File: src/rtl/sd_cic_decim.sv
// -----------------------------------------------------------------------------
// sd_cic_decim
//   Third-order CIC decimator. It takes the 2-bit ternary bitstream from the
//   sigma-delta modulator and produces signed PCM samples. The decimation
//   ratio is R = 2^DECIM_LOG2. Each output is offered on a valid/ready port
//   backed by a single-entry holding register. A sample that arrives while the
//   previous one is still unconsumed is dropped and flagged.
//
//   Optional feature (macro SD_CIC_OVERRUN_CNT_EN):
//     Adds the overrun_cnt port, an 8-bit saturating count of dropped samples.
//
// Ports
//   clk        rising-edge clock
//   reset      asynchronous active-high reset, clears all state
//   sd_in      bitstream: 00 = -1, 01/10 = 0, 11 = +1
//   sd_valid   sd_in is accepted on this edge; low cycles are ignored
//   out_data   signed decimated sample (OUT_W bits)
//   out_valid  out_data holds an unconsumed sample
//   out_ready  consumer takes the sample when out_valid && out_ready
//   overrun    sticky: a sample was dropped
//   overrun_cnt  (optional) saturating count of dropped samples
// -----------------------------------------------------------------------------
module sd_cic_decim #(
  parameter int DECIM_LOG2 = 6,
  parameter int OUT_W      = 3*DECIM_LOG2+2
) (
  input  logic             clk,
  input  logic             reset,
  input  logic [1:0]       sd_in,
  input  logic             sd_valid,
  output logic [OUT_W-1:0] out_data,
  output logic             out_valid,
  input  logic             out_ready,
`ifdef SD_CIC_OVERRUN_CNT_EN
  output logic [7:0]       overrun_cnt,
`endif
  output logic             overrun
);

  logic [OUT_W-1:0]      x;
  logic [OUT_W-1:0]      i1_q, i2_q, i3_q, i1_d, i2_d, i3_d;
  logic [OUT_W-1:0]      d1_q, d2_q, d3_q;
  logic [OUT_W-1:0]      c1_q, c2_q, c3_q;
  logic [DECIM_LOG2-1:0] ph_q;
  logic [3:0]            vld_pipe_q;
  logic                  strb_d;
  logic [OUT_W-1:0]      out_data_q;
  logic                  out_valid_q, overrun_q;
`ifdef SD_CIC_OVERRUN_CNT_EN
  logic [7:0]            ovr_cnt_q;
`endif

  // Ternary input, sign-extended to the full datapath width.
  always_comb begin
    x = '0;
    if (sd_in == 2'b11)      x = OUT_W'(1);
    else if (sd_in == 2'b00) x = '1;
  end

  // The integrators are chained combinationally, so I3 already contains the
  // sample accepted on the same edge. Modulo arithmetic is intended. The
  // combs cancel the wrap-around.
  always_comb begin
    i1_d = i1_q + x;
    i2_d = i2_q + i1_d;
    i3_d = i3_q + i2_d;
  end

  // The strobe fires on the edge that accepts the last sample of the period.
  assign strb_d = sd_valid && (&ph_q);

  always_ff @(posedge clk or posedge reset) begin
    if (reset) begin
      i1_q       <= '0;
      i2_q       <= '0;
      i3_q       <= '0;
      ph_q       <= '0;
      vld_pipe_q <= '0;
      d1_q       <= '0;
      d2_q       <= '0;
      d3_q       <= '0;
      c1_q       <= '0;
      c2_q       <= '0;
      c3_q       <= '0;
    end else begin
      if (sd_valid) begin
        i1_q <= i1_d;
        i2_q <= i2_d;
        i3_q <= i3_d;
        ph_q <= ph_q + 1'b1;    // R is a power of two, so it wraps naturally
      end
      vld_pipe_q <= {vld_pipe_q[2:0], strb_d};
      if (vld_pipe_q[0]) begin
        c1_q <= i3_q - d1_q;
        d1_q <= i3_q;
      end
      if (vld_pipe_q[1]) begin
        c2_q <= c1_q - d2_q;
        d2_q <= c1_q;
      end
      if (vld_pipe_q[2]) begin
        c3_q <= c2_q - d3_q;
        d3_q <= c2_q;
      end
    end
  end

  // Single-entry output holder. A new sample may replace the old one on the
  // same edge the old one is consumed. Otherwise the new sample is dropped.
  always_ff @(posedge clk or posedge reset) begin
    if (reset) begin
      out_data_q  <= '0;
      out_valid_q <= 1'b0;
      overrun_q   <= 1'b0;
`ifdef SD_CIC_OVERRUN_CNT_EN
      ovr_cnt_q   <= '0;
`endif
    end else if (vld_pipe_q[3]) begin
      if (!out_valid_q || out_ready) begin
        out_data_q  <= c3_q;
        out_valid_q <= 1'b1;
      end else begin
        overrun_q <= 1'b1;
`ifdef SD_CIC_OVERRUN_CNT_EN
        if (ovr_cnt_q != 8'hFF) ovr_cnt_q <= ovr_cnt_q + 8'd1;
`endif
      end
    end else if (out_valid_q && out_ready) begin
      out_valid_q <= 1'b0;
    end
  end

  assign out_data  = out_data_q;
  assign out_valid = out_valid_q;
  assign overrun   = overrun_q;
`ifdef SD_CIC_OVERRUN_CNT_EN
  assign overrun_cnt = ovr_cnt_q;
`endif

endmodule

File: config.mk
export PLATFORM = sky130hd
export DESIGN_NAME = sd_cic_decim
export DESIGN_NICKNAME = d
export VERILOG_FILES = /design/src/rtl/sd_cic_decim.sv
export SDC_FILE = /design/constraint.sdc
export NUM_CORES = 1
export LEC_CHECK = 0
export BUFFER_PORTS_ARGS = -buffer_cell sky130_fd_sc_hd__buf_2
export CORE_MARGIN = 1.5
export CORE_UTILIZATION = 55
export DETAILED_ROUTE_END_ITERATION = 7
export PLACE_DENSITY = 0.75
export SLEW_MARGIN = 20
export SYNTH_ARGS = -nofsm -noshare
export SYNTH_HDL_FRONTEND = slang
export SYNTH_SLANG_ARGS = --single-unit
export TNS_END_PERCENT = 10
File: constraint.sdc
create_clock -name clk -period 19.5 [get_ports clk]
set_input_delay 2.925 -clock clk [delete_from_list [all_inputs] [get_ports clk]]
set_output_delay 2.925 -clock clk [all_outputs]
set_load 0.005 [all_outputs]
==> run summary, run 1 <==
The delay of the slowest critical-path stage is roughly 0.41 ns. The final period utilization came out at ~42%. At the pin with the least slew margin, the transition time is a little over 0.8 ns.

The synthesized design spends more area on one cell type than any other, namely dfrtp_1. The count of H-tree levels built during CTS came out at 1. The cell area reported after detailed placement came out at roughly 0.014 mm².

The number of nets in the synthesized netlist is about 1,500. The global route total overflow came out at 0. The I/O pin total came out at 28. The count of buffers from port buffering is 27. The kind of cell adding the most delay to the critical path is compound AO/OA/AOI/OAI gates.

The total area inside the core boundary comes to ~0.024 mm². The cell that appears most often on the critical path is ha_1. Summing the areas of all compound-gate instances in the mapped netlist gives 16.3% of the synthesized area. The initialized floorplan defines between 50 and 60 standard-cell rows. The count of cells in the finished layout, fillers not included, comes to 1,699. In the global route stage, met1 resource usage came out at a little under a quarter. The first-pass iteration count of the detailed router came out at 5.

Leaving out fill and tap cells, the most frequent cell in the layout is dfrtp_1. The most critical setup path has its startpoint at sd_in[0]. At the worst endpoint, the required time is ~20 ns. The average instance in the mapped netlist occupies a little under 10 µm². The later pin in the worst-skew pair is clocked with a latency of about 0.52 ns. The count of buffers added by post-CTS timing repair for setup is 0. The commonest register cell after synthesis is dfrtp_1. The arithmetic-cell share of the synthesized area counting full adders, half adders and majority gates is roughly a tenth.

Summed over its instances, the top area cell type makes up approximately 40% of the synthesized netlist area. Clock tree synthesis selected as its root buffer the cell clkbuf_16. The post-CTS resize count came out at 0. The startpoint of the lowest-slack register-to-register path is i1_q[0]$_DFFE_PP0P_. The endpoint type of the worst setup path is a register.

During synthesis, Yosys emitted a total of 0 warnings. TritonCTS built the clock tree. Of all flip-flops after synthesis, the portion carrying an async set or reset was 100%. The critical path class is input port to register.

The routing usage on met2 came out at between 30% and 40%. The first-iteration detailed-routing DRC count came out at ~490. The remaining antenna violation count came out at 0. The last weighted congestion value of the routability-driven placer came out at roughly 0.82. The top cell types in the final layout, fill and taps aside, are dfrtp_1, nand2_1, ha_1, mux2_2, inv_1. The area of the die is between 0.02 and 0.025 mm². The clock sink total came out at roughly 210.

Entering global routing, the biggest net connects around 100 pins. The number of placed cells counting well taps is 1,656. Summing every instance area after synthesis gives approximately 0.013 mm². The startpoint identified for the worst hold timing path is overrun$_DFFE_PP0P_. The summed negative setup slack over all endpoints came out at 0 ns. Global routing used about a fifth of the available tracks across all layers. In this run, synthesis inferred 0 flip-flops with an integrated enable.

The relative max-transition margin is approximately 45%. The routing layer with the top usage in global route is met2. For met3 alone, demand over resource in global routing was under 10%. By area, the combinational part of the netlist is dominated by compound AO/OA/AOI/OAI gates. The total of max-cap violations is 0. The number of vias in the routed layout came out at around 9,400. Summed over all nets, the half-perimeter wirelength after detailed placement is roughly 16,000 µm.

The fraction of layout cells with a size suffix above 1 is about 15%. The layout-stage area growth over the synthesis result is 8.07%. The worst setup path is launched from an input port. The starting density of the core is between 50 and 60%. The number of filler instances in the final layout is between 2,000 and 2,500.

STA puts the critical path data arrival time at ~8.6 ns. The setup skew after layout came out at about 0.019 ns. The share of the core filled with cells in the final layout is about three fifths. The layout net count came out at between 1,000 and 1,500.

Sorting the synthesized cells by area gives the leading types as dfrtp_1, ha_1, mux2_2, xnor2_1, o21ai_0. The worst-path maximum fanout came out at 45. The time the final worst path needs with I/O delays and setup is a little over 8 ns. After clock tree synthesis, the clock-pin slew on the worst setup and hold paths is ~0.06 ns. The critical path contains buffers and inverters numbering 3 combined. The number of hold violations in the final report is 0. The vertical die dimension is about 160 µm. The xor/xnor cell area share of the yosys netlist came out at ~7.7%. The hold-fix buffer count after cts came out at 0. The fraction of the mapped netlist area in simple logic gates is 11.3%. The number of buffers inserted during clock tree synthesis is 24. Static timing analysis puts the maximum clock frequency at 121 MHz. The final non-filler cell area is between 0.01 and 0.015 mm².

The detail-routed net length per standard cell is 13.4 µm. The run finished with clean final reports. The total DRC errors in the routed layout is 0. After detailed routing, the number of vias per cell comes to 5.51. Sequential elements use about two fifths of the synthesized area.

The via count of the first global-routing pass is 9,465. The number of distinct standard cells referenced by the synthesized netlist came out at 84. The first-pass GRT wire length came out at between 40,000 and 50,000 µm. Setup repair after global routing left no endpoint under its margin. The synthesized design contains 212 register bits. The count of mapped cells out of synthesis is around 1,400. The number of slew-limit violations in the final report is 0.

For this design, the slowest cell found on the critical path is buf_4. The longest clock path from root to sink contains 3 buffers. The final-report setup violation count came out at 0. The type of the most critical hold path is register to register.

The sum of routed wire length over all layers came out at between 20,000 and 25,000 µm. The floorplan die width is approximately 160 µm. The number of antenna violations at the first check in global routing is 0. The share of cell area taken by muxes after synthesis is approximately 8.9%.

0 antenna diodes ended up in the layout.
==> logic make-up after synthesis <==
family | Yosys count
muxes | 105
adders and majority gates | 108
xor gates and xnor gates | 117
buffers and inverters | 158
AOI/OAI and AO/OA | 339
and+or+nand+nor | 318
DFF | 212
==> metrics by stage <==
stage | setup WS [ns] | hold WS [ns]
after floorplan | 10.78 | 0.352
after global placement | 11.05 | 0.449
after detailed placement | 10.77 | 0.456
after CTS | 11.31 | 0.473
after global routing | 10.80 | 0.499
final | 11.27 | 0.467
==> Yosys cell counts (5+ instances only) <==
| cell | number |
|---|---|
| nor3_1 | 17 |
| inv_1 | 101 |
| or3_1 | 11 |
| mux2_2 | 102 |
| o31ai_1 | 8 |
| xor2_1 | 26 |
| a21o_1 | 23 |
| o21ai_0 | 93 |
| dfrtp_1 | 212 |
| nand3_1 | 16 |
| o21a_1 | 14 |
| nand3b_1 | 9 |
| xnor2_1 | 91 |
| o21bai_1 | 7 |
| a41oi_1 | 5 |
| and3_1 | 8 |
| a31oi_1 | 8 |
| a211oi_1 | 8 |
| buf_2 | 9 |
| fa_1 | 5 |
| ha_1 | 103 |
| nor2_1 | 86 |
| clkbuf_1 | 32 |
| nand2b_1 | 11 |
| a21oi_1 | 78 |
| nor2b_1 | 17 |
| nand2_1 | 118 |
| o22ai_1 | 9 |
| o21ai_1 | 25 |
| o211ai_1 | 11 |
==> worst register-to-register path: stages (launching register included) <==
cell and delay [ns]:
dfrtp_1 0.38, ha_1 0.24, ha_1 0.24, a31oi_1 0.17, o22ai_1 0.15, a21oi_2 0.24
o21ai_0 0.13, a222oi_1 0.40, xnor2_1 0.18, ha_1 0.31, and4_1 0.21, o21ai_0 0.10
nand3_1 0.17, a31o_4 0.28, a21oi_2 0.20, o21ai_2 0.09, xor2_1 0.17, ha_1 0.35
a21oi_1 0.29, o21ai_0 0.16, a211o_1 0.29, a21oi_2 0.15, xor2_1 0.18, xnor2_1 0.13
nand2_1 0.08, xnor2_1 0.17
==> final cells by class <==
| type | instances | area [µm²] | share of cell area, % |
|---|---|---|---|
| clock buffer | 37 | 719 | 5.03 |
| clock inverter | 6 | 47.5 | 0.333 |
| inverter | 104 | 398 | 2.78 |
| multi-input combinational | 987 | 7240 | 50.6 |
| sequential | 212 | 5310 | 37.1 |
| tap | 319 | 399 | 2.79 |
| timing repair buffer | 34 | 188 | 1.31 |
==> state kept, by name (all words and copies together), names as in the netlist <==
register and flops:
c1_q 20, c2_q 20, c3_q 20, d1_q 20
d2_q 20, d3_q 20, i1_q 20, i2_q 20
i3_q 20, out_data 20, out_valid 1, overrun 1
ph_q 6, vld_pipe_q 4
==> metal layers <==
metal / part of all wire (%) / vias to the layer above
met5: 0 / -
met4: 2.0 / 0
met3: 2.8 / 35
met2: 49 / 113
met1: 46 / 4459
li1: - / 4759
==> final timing paths <==
check,to,slack (ns),depth (start not counted)
worst max-delay path,i3_q[19]$_DFFE_PP0P_,11.27,29
worst min-delay path,overrun$_DFFE_PP0P_,0.47,1
worst max register to register,i3_q[19]$_DFFE_PP0P_,13.92,25
worst min register to register,overrun$_DFFE_PP0P_,0.47,1
max in group asynchronous,i1_q[9]$_DFFE_PP0P_,15.74,3
min in group asynchronous,d3_q[19]$_DFFE_PP0P_,2.47,2
Power of run 1 is left out: the tool's default activity adds up to more than one toggle a clock period on the data nets, which glitch-free logic cannot reach.
==> run 2: changes to the inputs <==
PLACE_DENSITY = 0.78   (was 0.75)
clock period = 6.9 ns   (was 19.5 ns; I/O delays follow)
==> run summary, run 2 (same netlist as run 1, synthesis figures left out) <==
The run finished with clean final reports. The first-pass GRT wire length came to 40,600 µm (+0.58%). The last weighted congestion value of the routability-driven placer is 0.821 (-0.23%). The CTS root buffer is clkbuf_16.

Timing would allow up to approximately 160 MHz. Setup repair after global routing left no endpoint under its margin. The first-iteration detailed-routing DRC count was 402 (-19%). The fraction of layout cells with a size suffix above 1 was 14.3% (-0.41 points). The commonest non-fill, non-tap cell in the layout is dfrtp_1.

The clock-pin slew on the worst setup and hold paths is 0.06 ns (about the same). The total DRC errors in the routed layout was 0 (unchanged). The global routing usage summed across all routing layers is 19.2% (+0.083 points). The number of hold violations in the final report is 0 (unchanged). The number of placed cells counting well taps came out at 1,656 (unchanged).

The number of slew-limit violations in the final report is 0 (unchanged). The clock latency on the worst-skew pair is 0.51 ns (about the same). The core region area is 0.0235 mm² (unchanged). The starting density of the core came out at 56.2% (unchanged).

The remaining antenna violation count is 0 (unchanged). The sum of routed wire length over all layers came out at 23,100 µm (+1.2%). The floorplan die width is 158 µm (unchanged).

The hold-fix buffer count after cts came out at 0 (unchanged). The setup path with the least slack is of type input port to register. The count of buffers added by post-CTS timing repair for setup came out at 0 (unchanged). After layout, the worst path uses about nine tenths of the clock period.

The I/O pin total is 28 (unchanged). The final-report setup violation count came to 0 (unchanged). The summed negative setup slack over all endpoints came out at 0 ns (unchanged). The antenna cell count came out at 0 (unchanged). The worst hold path belongs to the class register to register. The layout-stage area growth over the synthesis result came out at 7.80%. The count of H-tree levels built during CTS came out at 1 (unchanged).

The time the final worst path needs with I/O delays and setup came out at slightly above 6 ns. The detail-routed net length per standard cell is 13.6 µm (+1.3%). The cell that appears most often on the critical path is ha_1. The post-CTS resize count came out at 0 (unchanged). The HPWL reported at the end of detailed placement is 16,000 µm (-0.64%). The relative max-transition margin came out at 45.3% (+0.30 points).

The largest buffer count on any clock path is 3 (unchanged). The number of cell rows came out at 56 (unchanged). The setup skew after layout is 0.0104 ns (-0.00843 ns). The layout net count is 1,477 (unchanged). The vertical die dimension came out at 158 µm (unchanged). The number of buffers inserted during clock tree synthesis was 24 (unchanged).

TritonCTS built the clock tree. The arrival time at the worst endpoint is 6.53 ns (-2.10 ns). The total of max-cap violations is 0 (unchanged).

The number of vias in the routed layout came to 9,368 (+0.021%). In the layout the commonest cells are dfrtp_1, nand2_1, ha_1, mux2_2, inv_1. The worst setup path is captured at a register.

The global route total overflow came out at 0 (unchanged). The first-pass iteration count of the detailed router is 5 (unchanged). The via count of the first global-routing pass is 9,210 (-2.7%).

The pin count of the biggest net entering global routing came out at 155 (+49%). The worst-path maximum fanout is 5 (-89%). The worst endpoint required time is 7.29 ns (-12.60 ns).

The count of buffers from port buffering is 27 (unchanged). The cell with the biggest individual delay on the critical path is a222oi_1. The delay of the slowest critical-path stage is 0.35 ns (-0.06 ns). The filler-free cell count of the finished design came out at 1,697 (-0.12%). The number of antenna violations at the first check in global routing is 0 (unchanged). The worst setup path is launched from an input port. The detailed-route vias per instance was 5.52 (+0.14%). The area of the die was 0.0250 mm² (unchanged). The clock sink total came to 212 (unchanged). The measured slew at the worst slew-check pin is 0.821 ns (-0.00456 ns).
## run 2: cell count changes in the layout (fill, tap and decap cells not counted), sizes merged
cell,previous run,this run
bufinv,0,1
clkbuf,37,35
clkinv,6,7
clkinvlp,1,0
inv,103,102
## run 2: critical path: cells and delay by family
| family | cells | cell delay (ns) |
|---|---|---|
| and+or+nand+nor | 3 | 0.52 |
| AOI/OAI and AO/OA | 13 | 2.63 |
| xor gates and xnor gates | 5 | 0.82 |
| buffers and inverters | 3 | 0.16 |
| adders and majority gates | 5 | 1.36 |
## run 2: metal layers
layer,vias up,part of all wire (%),GRT usage (%)
met5,-,0,0
met4,0,2.3,5.16
met3,44,2.7,2.57
met2,124,49,35.7
met1,4465,46,23.3
li1,4735,-,-
## run 2: stage by stage
stage	utilization, %	area (µm²)	setup slack (ns)	hold WS, ns
finish	60.6	14300	0.756	0.472
global route	60.6	14300	0.287	0.500
CTS	60.5	14300	0.827	0.479
detailed placement	57.5	13500	0.354	0.466
global placement	57.5	13500	0.565	0.452
floorplan	-	13200	0.0708	0.352
## run 2: worst paths after layout
| path | end | cells past startpoint | from | slack, ns |
|---|---|---|---|---|
| max reg2reg | i3_q[19]$_DFFE_PP0P_ | 25 | i1_q[1]$_DFFE_PP0P_ | 1.29 |
| max in group asynchronous | d1_q[14]$_DFFE_PP0P_ | 3 | reset | 4.94 |
| min | out_data[14]$_DFFE_PP0P_ | 2 | out_data[14]$_DFFE_PP0P_ | 0.47 |
| min in group asynchronous | d3_q[18]$_DFFE_PP0P_ | 2 | reset | 0.68 |
| max | i3_q[19]$_DFFE_PP0P_ | 29 | sd_in[0] | 0.76 |
| min reg2reg | out_data[14]$_DFFE_PP0P_ | 2 | out_data[14]$_DFFE_PP0P_ | 0.47 |
## run 2: area by class of cell
class | instances | area (µm²)
multi-input combinational | 987 | 7240
inverter | 104 | 403
clock buffer | 35 | 673
timing repair buffer | 34 | 188
fill | 1979 | 9280
sequential | 212 | 5310
clock inverter | 6 | 55.1
tap | 319 | 399
Power of run 2 is left out for the same reason.
==> run 3: changes to the inputs <==
PLACE_DENSITY = 0.74   (was 0.78)
==> run summary, run 3 (same netlist as run 1, synthesis figures left out) <==
The run finished with clean final reports. The number of placed cells counting well taps is 1,656 (unchanged). The largest buffer count on any clock path came out at 3 (unchanged). The first-pass GRT wire length is 40,000 µm (-1.4%). The via count of the first global-routing pass is 9,125 (-0.92%). The pin count of the biggest net entering global routing came out at 155 (unchanged). The summed negative setup slack over all endpoints is 0 ns (unchanged). The vertical die dimension is 158 µm (unchanged). The measured slew at the worst slew-check pin came out at 0.839 ns (+0.0176 ns). The global route total overflow is 0 (unchanged). The delay of the slowest critical-path stage is 0.36 ns (about the same). The global routing usage summed across all routing layers is 19.1% (-0.15 points). The core region area was 0.0235 mm² (unchanged). The tree is rooted in a clkbuf_16. The first-pass iteration count of the detailed router came out at 5 (unchanged). In the layout the commonest cells are dfrtp_1, nand2_1, ha_1, mux2_2, inv_1. The number of hold violations in the final report came out at 0 (unchanged). By instance count, the cell type seen most on the critical path is ha_1. The layout net count came out at 1,477 (unchanged).

The post-CTS resize count is 0 (unchanged). The final-report setup violation count is 0 (unchanged). The starting density of the core was 56.2% (unchanged).

The number of antenna violations at the first check in global routing came out at 0 (unchanged). The detailed-route vias per instance came to 5.51 (-0.21%). The detail-routed net length per standard cell came to 13.5 µm (-0.91%). The first-iteration detailed-routing DRC count is 472 (+17%). The endpoint type of the worst setup path is a register.

The total DRC errors in the routed layout was 0 (unchanged). The clock latency on the worst-skew pair came to 0.51 ns (about the same). The area of the die came out at 0.0250 mm² (unchanged). The element type at the critical path start is an input port. The worst endpoint required time is 7.30 ns (about the same). The count of buffers added by post-CTS timing repair for setup was 0 (unchanged).

The fraction of layout cells with a size suffix above 1 came out at 14.6% (+0.34 points). The last weighted congestion value of the routability-driven placer came to 0.819 (-0.21%). The worst hold path belongs to the class register to register. The sum of routed wire length over all layers is 22,900 µm (-0.79%). The number of cell rows came to 56 (unchanged). The I/O pin total is 28 (unchanged). The number of buffers inserted during clock tree synthesis is 24 (unchanged). The floorplan die width is 158 µm (unchanged). The remaining antenna violation count came to 0 (unchanged). The total of max-cap violations is 0 (unchanged). The count of buffers from port buffering is 27 (unchanged). The count of H-tree levels built during CTS is 1 (unchanged). The share of the core filled with cells in the final layout came out at 60.9% (+0.31 points). The filler-free cell count of the finished design came out at 1,699 (+0.12%).

The clock-pin slew on the worst setup and hold paths is 0.06 ns (about the same). TritonCTS built the clock tree. The worst-path maximum fanout came out at 5 (unchanged). The number of slew-limit violations in the final report is 0 (unchanged). The number of vias in the routed layout came out at 9,359 (-0.096%). The final-layout worst hold slack is 0.471 ns (-0.000844 ns).

The final period utilization came out at 88.4% (-0.66 points). The hold-fix buffer count after cts was 0 (unchanged). The library cell used most frequently in the layout, excluding fill and tap cells, is dfrtp_1. The antenna cell count is 0 (unchanged). The time the final worst path needs with I/O delays and setup came to 6.10 ns (-0.0454 ns). The arrival time at the worst endpoint came out at 6.49 ns (-0.04 ns).

The slowest stage of the critical path belongs to the cell ha_1. The layout-stage area growth over the synthesis result came out at 8.35%. The maximum clock rate is 164 MHz (+0.74%). The critical path is of the input port to register type. The HPWL reported at the end of detailed placement came out at 16,000 µm (-0.33%). The relative max-transition margin is 44.1% (-1.2 points).

The setup skew after layout was 0.00801 ns (-0.00240 ns). Setup repair after global routing left no endpoint under its margin. The clock sink total came out at 212 (unchanged).
==> run 3: metrics by stage <==
stage,setup slack (ns),cell area [µm²]
after floorplan,0.0708,13200
after global placement,0.566,13500
after detailed placement,0.329,13500
after CTS,0.863,14300
after global routing,0.386,14300
final,0.801,14300
==> run 3: worst paths after layout <==
kind | from | endpoint | slack (ns) | depth (start not counted)
max reg2reg | i1_q[0]$_DFFE_PP0P_ | i3_q[19]$_DFFE_PP0P_ | 1.32 | 25
min reg2reg | overrun$_DFFE_PP0P_ | overrun$_DFFE_PP0P_ | 0.47 | 1
max | sd_in[0] | i3_q[19]$_DFFE_PP0P_ | 0.80 | 29
min in group asynchronous | reset | vld_pipe_q[3]$_DFF_PP0_ | 0.66 | 2
min | overrun$_DFFE_PP0P_ | overrun$_DFFE_PP0P_ | 0.47 | 1
max in group asynchronous | reset | i1_q[12]$_DFFE_PP0P_ | 4.94 | 3
==> run 3: worst max-delay path, delay by kind of cell <==
kind,cells,cell delay (ns)
adder cells (fa/ha/maj),5,1.37
XOR/XNOR,5,0.84
AND/OR/NAND/NOR,3,0.48
AO/OA/AOI/OAI,13,2.60
buffers and inverters,3,0.15
==> run 3: per-layer routing <==
layer	vias up	track usage, %	part of all wire, %
met1	4445	22.7	46
met2	130	36.0	49
met3	38	2.68	3.1
li1	4746	-	-
met4	0	4.63	2.2
met5	-	0	0
==> run 3: layout make-up <==
| class | count | area [µm²] |
|---|---|---|
| multi-input cells | 987 | 7240 |
| well taps | 319 | 399 |
| clock inverters | 4 | 51.3 |
| clock buffers | 39 | 748 |
| flip-flops and latches | 212 | 5310 |
| fillers | 1985 | 9210 |
| inverters | 104 | 403 |
| repair buffers | 34 | 188 |
Power of run 3 is left out for the same reason.
